--- src/rtl/dvp_pkg.sv ---
// Shared types and default timing for the DVP byte transmitter (480x272 panel).
// Holds the frame FSM state encoding and the line-length helper.
package dvp_pkg;

  typedef enum logic [2:0] {
    IDLE,
    VSYNC,
    VBACK,
    ACTIVE,
    VFRONT
  } dvp_state_e;

  localparam int DEF_H_ACTIVE    = 480;
  localparam int DEF_V_ACTIVE    = 272;
  localparam int DEF_H_BLANK     = 32;
  localparam int DEF_VSYNC_LINES = 2;
  localparam int DEF_V_BACK      = 4;
  localparam int DEF_V_FRONT     = 2;

  // Byte clocks per line: two bytes per active pixel plus horizontal blank.
  function automatic int h_total(input int h_active, input int h_blank);
    return 2 * h_active + h_blank;
  endfunction

  function automatic int max4(input int a, input int b, input int c, input int d);
    int m;
    m = a;
    if (b > m) m = b;
    if (c > m) m = c;
    if (d > m) m = d;
    return m;
  endfunction

endpackage

--- src/rtl/dvp_timing_gen.sv ---
// Frame FSM with horizontal byte counter and per-state line counter.
// Combinational outputs reflect the current counter state; enable is sampled at frame boundaries only.
module dvp_timing_gen
  import dvp_pkg::*;
#(
  parameter int H_ACTIVE    = DEF_H_ACTIVE,
  parameter int V_ACTIVE    = DEF_V_ACTIVE,
  parameter int H_BLANK     = DEF_H_BLANK,
  parameter int VSYNC_LINES = DEF_VSYNC_LINES,
  parameter int V_BACK      = DEF_V_BACK,
  parameter int V_FRONT     = DEF_V_FRONT
) (
  input  logic       pclk,
  input  logic       rst,
  input  logic       enable,
  output dvp_state_e state,
  output logic       active_byte,
  output logic       even_byte,
  output logic       sof_cyc
);

  localparam int H_TOTAL = h_total(H_ACTIVE, H_BLANK);
  localparam int HW      = $clog2(H_TOTAL);
  localparam int L_MAX   = max4(VSYNC_LINES, V_BACK, V_ACTIVE, V_FRONT);
  localparam int LW      = (L_MAX > 1) ? $clog2(L_MAX) : 1;

  localparam logic [HW-1:0] H_LAST  = HW'(H_TOTAL - 1);
  localparam logic [HW-1:0] H_ACT_B = HW'(2 * H_ACTIVE);
  localparam logic [LW-1:0] VS_LAST = LW'((VSYNC_LINES > 0) ? VSYNC_LINES - 1 : 0);
  localparam logic [LW-1:0] VB_LAST = LW'((V_BACK > 0) ? V_BACK - 1 : 0);
  localparam logic [LW-1:0] VA_LAST = LW'((V_ACTIVE > 0) ? V_ACTIVE - 1 : 0);
  localparam logic [LW-1:0] VF_LAST = LW'((V_FRONT > 0) ? V_FRONT - 1 : 0);

  dvp_state_e    state_q, state_d;
  logic [HW-1:0] h_cnt_q, h_cnt_d;
  logic [LW-1:0] line_q, line_d;
  logic          h_wrap;
  logic [LW-1:0] line_last;
  dvp_state_e    exit_state;

  always_comb begin
    state_d    = state_q;
    h_cnt_d    = h_cnt_q;
    line_d     = line_q;
    h_wrap     = (h_cnt_q == H_LAST);
    line_last  = '0;
    exit_state = IDLE;

    case (state_q)
      VSYNC: begin
        line_last  = VS_LAST;
        exit_state = (V_BACK > 0) ? VBACK : ACTIVE;
      end
      VBACK: begin
        line_last  = VB_LAST;
        exit_state = ACTIVE;
      end
      ACTIVE: begin
        line_last = VA_LAST;
        if (V_FRONT > 0) exit_state = VFRONT;
        else             exit_state = enable ? VSYNC : IDLE;
      end
      VFRONT: begin
        line_last  = VF_LAST;
        exit_state = enable ? VSYNC : IDLE;
      end
      default: begin
        line_last  = '0;
        exit_state = IDLE;
      end
    endcase

    if (state_q == IDLE) begin
      h_cnt_d = '0;
      line_d  = '0;
      if (enable) state_d = VSYNC;
    end else begin
      h_cnt_d = h_wrap ? '0 : h_cnt_q + 1'b1;
      if (h_wrap) begin
        if (line_q == line_last) begin
          line_d  = '0;
          state_d = exit_state;
        end else begin
          line_d = line_q + 1'b1;
        end
      end
    end
  end

  always_ff @(posedge pclk) begin
    if (rst) begin
      state_q <= IDLE;
      h_cnt_q <= '0;
      line_q  <= '0;
    end else begin
      state_q <= state_d;
      h_cnt_q <= h_cnt_d;
      line_q  <= line_d;
    end
  end

  assign state       = state_q;
  assign active_byte = (state_q == ACTIVE) && (h_cnt_q < H_ACT_B);
  assign even_byte   = ~h_cnt_q[0];
  assign sof_cyc     = (state_q == VSYNC) && (h_cnt_q == '0) && (line_q == '0);

endmodule

--- src/rtl/dvp_16_8bit_tx.sv ---
// RGB565 pixel stream to DVP byte stream (hi byte first); outputs registered one cycle after timing.
// Single-pixel holding buffer: px_ready drops only while full and not being drained this cycle.
module dvp_16_8bit_tx
  import dvp_pkg::*;
#(
  parameter int H_ACTIVE    = DEF_H_ACTIVE,
  parameter int V_ACTIVE    = DEF_V_ACTIVE,
  parameter int H_BLANK     = DEF_H_BLANK,
  parameter int VSYNC_LINES = DEF_VSYNC_LINES,
  parameter int V_BACK      = DEF_V_BACK,
  parameter int V_FRONT     = DEF_V_FRONT
) (
  input  logic        pclk,
  input  logic        rst,
  input  logic        enable,
  input  logic [15:0] px_data,
  input  logic        px_valid,
  output logic        px_ready,
  output logic [7:0]  dvp_data,
  output logic        dvp_href,
  output logic        dvp_vsync,
  output logic        sof,
  output logic        underrun
);

  dvp_state_e state;
  logic       active_byte;
  logic       even_byte;
  logic       sof_cyc;

  dvp_timing_gen #(
    .H_ACTIVE   (H_ACTIVE),
    .V_ACTIVE   (V_ACTIVE),
    .H_BLANK    (H_BLANK),
    .VSYNC_LINES(VSYNC_LINES),
    .V_BACK     (V_BACK),
    .V_FRONT    (V_FRONT)
  ) u_timing (
    .pclk       (pclk),
    .rst        (rst),
    .enable     (enable),
    .state      (state),
    .active_byte(active_byte),
    .even_byte  (even_byte),
    .sof_cyc    (sof_cyc)
  );

  logic [15:0] buf_q, buf_d;
  logic        full_q, full_d;
  logic [7:0]  lo_q, lo_d;
  logic [7:0]  data_q, data_d;
  logic        href_q, href_d;
  logic        vsync_q, vsync_d;
  logic        sof_q, sof_d;
  logic        underrun_q, underrun_d;
  logic        slot;
  logic        take;
  logic        accept;

  always_comb begin
    slot       = active_byte && even_byte;
    take       = slot && full_q;
    px_ready   = !rst && (!full_q || take);
    accept     = px_valid && px_ready;

    full_d     = accept | (full_q & ~take);
    buf_d      = accept ? px_data : buf_q;
    lo_d       = lo_q;
    data_d     = 8'h00;
    underrun_d = underrun_q;

    // An empty slot still consumes its two byte times and emits zeros.
    if (slot) begin
      if (full_q) begin
        data_d = buf_q[15:8];
        lo_d   = buf_q[7:0];
      end else begin
        lo_d       = 8'h00;
        underrun_d = 1'b1;
      end
    end else if (active_byte) begin
      data_d = lo_q;
    end

    href_d  = active_byte;
    vsync_d = (state == VSYNC);
    sof_d   = sof_cyc;
  end

  always_ff @(posedge pclk) begin
    if (rst) begin
      buf_q      <= '0;
      full_q     <= 1'b0;
      lo_q       <= '0;
      data_q     <= '0;
      href_q     <= 1'b0;
      vsync_q    <= 1'b0;
      sof_q      <= 1'b0;
      underrun_q <= 1'b0;
    end else begin
      buf_q      <= buf_d;
      full_q     <= full_d;
      lo_q       <= lo_d;
      data_q     <= data_d;
      href_q     <= href_d;
      vsync_q    <= vsync_d;
      sof_q      <= sof_d;
      underrun_q <= underrun_d;
    end
  end

  assign dvp_data  = data_q;
  assign dvp_href  = href_q;
  assign dvp_vsync = vsync_q;
  assign sof       = sof_q;
  assign underrun  = underrun_q;

endmodule

--- config.mk ---
export PLATFORM = sky130hd
export DESIGN_NAME = dvp_16_8bit_tx
export DESIGN_NICKNAME = d
export VERILOG_FILES = /design/src/rtl/dvp_pkg.sv /design/src/rtl/dvp_timing_gen.sv /design/src/rtl/dvp_16_8bit_tx.sv
export SDC_FILE = /design/constraint.sdc
export NUM_CORES = 1
export LEC_CHECK = 0
export BUFFER_PORTS_ARGS = -buffer_cell sky130_fd_sc_hd__clkbuf_2
export CAP_MARGIN = 20
export CORE_ASPECT_RATIO = 0.8
export CORE_MARGIN = 5
export CORE_UTILIZATION = 36
export CTS_CLUSTER_DIAMETER = 100
export DETAILED_ROUTE_END_ITERATION = 12
export PLACE_DENSITY = 0.5
export SLEW_MARGIN = 10
export SYNTH_ARGS = -nofsm -noshare
export SYNTH_HDL_FRONTEND = slang
export SYNTH_SLANG_ARGS = --single-unit
export TNS_END_PERCENT = 5
--- constraint.sdc ---
create_clock -name pclk -period 2.57 [get_ports pclk]
set_input_delay 0.1285 -clock pclk [delete_from_list [all_inputs] [get_ports pclk]]
set_output_delay 0.1285 -clock pclk [all_outputs]
set_load 0.02 [all_outputs]
# ---- Yosys cells after proc, flatten, opt, wreduce, memory -nomap -nowiden
# Index checks and enable logic that the tools add are counted.
dict set report op_classes {
  n_addsub 2
  n_lt_le_gt_ge 1
  eq_ne 7
  muxes 12
  n_bitwise 5
  reduce_logical 20
}
# op n
set op_table {}
lappend op_table {{8-bit two-way mux} 4}
lappend op_table {{9-bit one-hot mux with 3 select lines} 1}
lappend op_table {{3-bit two-way mux} 4}
lappend op_table {{3-bit one-hot mux with 4 select lines} 1}
lappend op_table {{10-bit by 1-bit adder with 10-bit output, second input constant} 1}
lappend op_table {{10-bit == test, second input constant} 1}
lappend op_table {{10-bit zero test} 1}
lappend op_table {{10-bit less-than comparator, second input constant} 1}
lappend op_table {{9-bit by 1-bit adder with 9-bit output, second input constant} 1}
lappend op_table {{9-bit == test} 1}
lappend op_table {{9-bit zero test} 1}
lappend op_table {{9-bit two-way mux} 1}
lappend op_table {{1-bit logical AND} 7}
lappend op_table {{3-bit by 2-bit == test with 1-bit output, second input constant} 2}
lappend op_table {{2-bit nonzero test} 2}
lappend op_table {{2-bit OR reduction} 2}
lappend op_table {{3-bit by 1-bit == test with 1-bit output, second input constant} 1}
lappend op_table {{3-bit == test, second input constant} 1}
lappend op_table {{3-bit zero test} 1}
lappend op_table {{1-bit inverter} 3}
lappend op_table {{3-bit AND reduction} 1}
lappend op_table {{3-bit OR reduction} 1}
lappend op_table {{1-bit zero test} 2}
lappend op_table {{2-bit != test, second input constant} 1}
lappend op_table {{5 further kinds} 5}
dict set report totals {
  register_bits 59
  in_bits 20
  output_inout_bits 13
  wordCells 58
}

# ---- Depth between registers and ports, before layout
dict set report depth {
  depth_word 8
  depth_mapped 8
}

# ---- Cells and area by module
# A second synthesis with hierarchy kept.
dict set report unflattened {
  hier_cells 270
  area_unflattened_um2 2539.9
}
# module instances cells_each area_per_inst_um2 seq_area_each_um2
set by_module_without_submodules {}
lappend by_module_without_submodules {dvp_16_8bit_tx 1 140 1407.6 740.7}
lappend by_module_without_submodules {dvp_timing_gen 1 130 1132.3 440.4}

# ---- Least setup slack after synthesis
# OpenSTA, ideal clock, no wires.
dict set report synth_path {
  kind {reg-to-reg}
  from {reg u_timing.h_cnt_q[0]}
  to {reg u_timing.state_q[1], in the netlist u_timing.state[1]}
  setup_ns 0.070
  arrival_ns 1.831
  t_required_ns 2.500
  setup_slack_ns 0.669
  path_stages_with_launch 7
  n_path_buf 0
  cell_sequence {dfxtp_1 ha_1 nand4_1 or3_1 or2_1 or4_1 a21oi_1}
}
dict set report synth_via {
  elab_chain_cells 3
}
# element line_no
set synth_lines {}
lappend synth_lines {{from (decl)} dvp_timing_gen.sv:35} ;# logic [HW-1:0] h_cnt_q, h_cnt_d;
lappend synth_lines {{from (signal assigned)} dvp_timing_gen.sv:97} ;# h_cnt_q <= h_cnt_d;
lappend synth_lines {{10-bit == test} dvp_timing_gen.sv:45} ;# h_wrap = (h_cnt_q == H_LAST);
lappend synth_lines {{2-bit nonzero test (no line)} n/a}
lappend synth_lines {{3-bit AND reduction (no line)} n/a}
lappend synth_lines {{to (signal assigned)} dvp_timing_gen.sv:96} ;# state_q <= state_d;
lappend synth_lines {{to (decl)} dvp_timing_gen.sv:34} ;# dvp_state_e state_q, state_d;
# Every way passes these cells.
# A chain may end at the register's enable or synchronous reset.

# ---- Worst setup path after layout
# Same ends and word-level chain as after synthesis.

==> results.toml <==
[pwr]
powerDensity_nw_per_um2 = 634.0
p_leak_nw = 1.118
power.total_mw = 1.871
ir_worst_vdd_mv = 0.2533

[timing]
finalClockSkew_ns = 0.004361
maxSlewHeadroom_pct = 61.09
worst_pin_slew_ns = 0.5783
worst_slack_ns = 0.4823
setup_tns_ns = 0
setup_viol = 0
min_period_ns = 2.088
fmax_ghz = 0.4790
holdWs_ns = 0.01784
slew_violations = 0
post-route-period-util_pct = 81.23
hold_viol = 0
rsz0062_at_grt = "false"

[setup_path]
path_cells = "ha_1 -> nand4_1 -> or3_1 -> or2_1 -> or4_1 -> a21oi_1"
slowest_stage = "or4_1"
end_kind = "flop"
criticalPathCategory = "flop to flop"
worstPathRequired_ns = 2.83
cp-start-kind = "flop"
crit-reg2reg-launch = "u_timing.h_cnt_q[0]$_SDFF_PP0_"
startpoint = "u_timing.h_cnt_q[0]$_SDFF_PP0_"
path_buf_inv = 0
slowest_delay_ns = 0.40
cpLargestDelayFamily = "simple AND/OR/NAND/NOR gates"
cp_max_fo = 5
crit_arrival_ns = 2.35

[floorplan]
initial_core_util_pct = 36.99
dieArea_um2 = 8280
die_h_um = 82.40
fp.coreArea_um2 = 6376
fp.dieW_um = 100.5
io-pin-count = 33
rows = 26

[run]
maxCapViolCount = 0

[routing]
drt_iter0_drc = 74
wirelength_mm = 5.245
post_drt_wl_per_cell_um = 12.73
dr.pass1.iters = 4
route.detailed.drc = 0
highest_layer = "met4"
wl_met2_mm = 2.067
m1WireLength_mm = 2.821
dr_wl_met3_um = 276
antenna_left = 0
post_drt_via_cell_ratio = 4.663
dr_total_vias = 1921

[finish]
area_growth_pct = 25.09
fin_nets = 347
drive_above_1_share_pct = 16.46
antenna_cells = 0
postLayoutCoreUtil_pct = 46.27

[clocking]
htree_levels = 3
clk_pin_slew_ns = 0.06
cts-root-buf = "clkbuf_8"
cts_tree = "built"
clk_latency_ns = 0.33
cts-buffers-inserted = 9
cts_sinks = 59
clockBufferDepth = 2
post_cts_buffers = 0

[synthesis]
synth_nets = 297
yosysTopAreaCellShare_pct = 50.08
synth_seq_cells = 59
ys.flop_type = "dfxtp_1"
yosysTopAreaCell = "dfxtp_1"
synth_cell_types = 28
synthTopCellsByArea = "dfxtp_1 50%, nor2_1 4.8%, nand2_1 4.6%"
yosysMostFrequentCell = "dfxtp_1"
synth-async-reset-ratio_pct = 0
synth_area_per_cell_um2 = 8.639
yosysSeqAreaShare_pct = 50.08
synth_area_um2 = 2359
synth_top_cells_by_count = "59 x dfxtp_1, 30 x nor2_1, 29 x nand2_1"
yosysWarnings = 0
synth_edf_count = 0
netlist_instances = 273

[hold_path]
hold_start = "px_data[0]"
hold_path_class = "input port to flop"

[global_route]
antenna_found_initial = 0
grt_pass1_wl_mm = 9.094
grt_usage_pct = 14.47
grt_max_degree = 33
grt_overflow = 0
grt_pass1_vias = 1834

[status]
status = "complete, no violations"

[place]
port_buffers = 32
gp_congestion = 0.7838
dpl_worst_slack_ns = 0.4984
dp_hpwl_mm = 3.571
worst paths after layout:
path / slack (ns) / cells after the start / to
hold / removal: 0.02 / 3 / buf_q[0]$_SDFFE_PP0P_
setup / recovery: 0.48 / 6 / u_timing.state[1]$_SDFFE_PP0P_
hold reg to reg: 0.46 / 2 / lo_q[0]$_SDFFE_PP0P_
setup reg to reg: 0.48 / 6 / u_timing.state[1]$_SDFFE_PP0P_
metrics by stage:
stage / cell area, µm² / cells
after floorplan: 2359 / 273
after global placement: 2618 / 381
after detailed placement: 2618 / 381
after CTS: 2945 / 411
after global routing: 2950 / 412
final: 2950 / 412
power breakdown:
group	internal (mW)	switching (mW)	total, mW
Sequential	0.937	0.0170	0.954
Combinational	0.0482	0.0481	0.0963
Clock	0.474	0.345	0.820
flip-flops by register name, summed over array words and instances, names as in the netlist:
register	flops
lo_q	8
dvp_vsync	1
sof	1
underrun	1
u_timing.line_q	9
u_timing.h_cnt_q	10
u_timing.state	3
dvp_href	1
full_q	1
buf_q	16
dvp_data	8
cells in the final DEF (no fill, tap or decap), drive strengths merged:
cell          n
and3b         1
nor2         30
nand2b       17
xnor2         9
mux2i         1
clkbuf       46
dlygate4sd3  14
o21ai        19
buf           7
clkinv        1
nand3        19
inv           7
or4           1
or3           4
nand4         8
a22o          8
nor4          4
or2           2
xor2         10
ha            4
or2b          1
nor3          7
a311oi        1
and3          4
bufinv        1
nand2        29
a21oi        14
dfxtp        59
tightest hold or removal path: cells and delay by family:
family          cells  cell delay [ns]
buf+inv             1             0.08
simple gates        1             0.05
compound gates      1             0.06
routing by layer:
layer,up-vias,global-route usage [%]
li1,1026,-
met1,853,21.07
met2,32,18.85
met3,10,5.542
met4,0,5.653
met5,-,0
cells by family after synthesis:
kind of cell	after synthesis	synth area share, %
AND/OR/NAND/NOR	127	26.52
flip-flops	59	50.08
AO/OA/AOI/OAI	42	10.35
adder cells (fa/ha/maj)	4	2.122
buffers and inverters	21	3.448
multiplexers	1	0.4244
XOR/XNOR	19	7.056
layout make-up:
cell class	count	area, µm²
fill	658	3426
sequential	59	1181
multi-input combinational	193	1100
timing repair buffer	53	350.3
clock buffer	14	152.6
tap	84	105.1
clock inverter	2	35.03
inverter	7	26.28
timing repair:
action                                 in CTS  in global routing
resized for setup                           0                  0
hold buffers                               14                  0
endpoints found under the hold margin      14                  0
(Power assumes the default switching activity.)
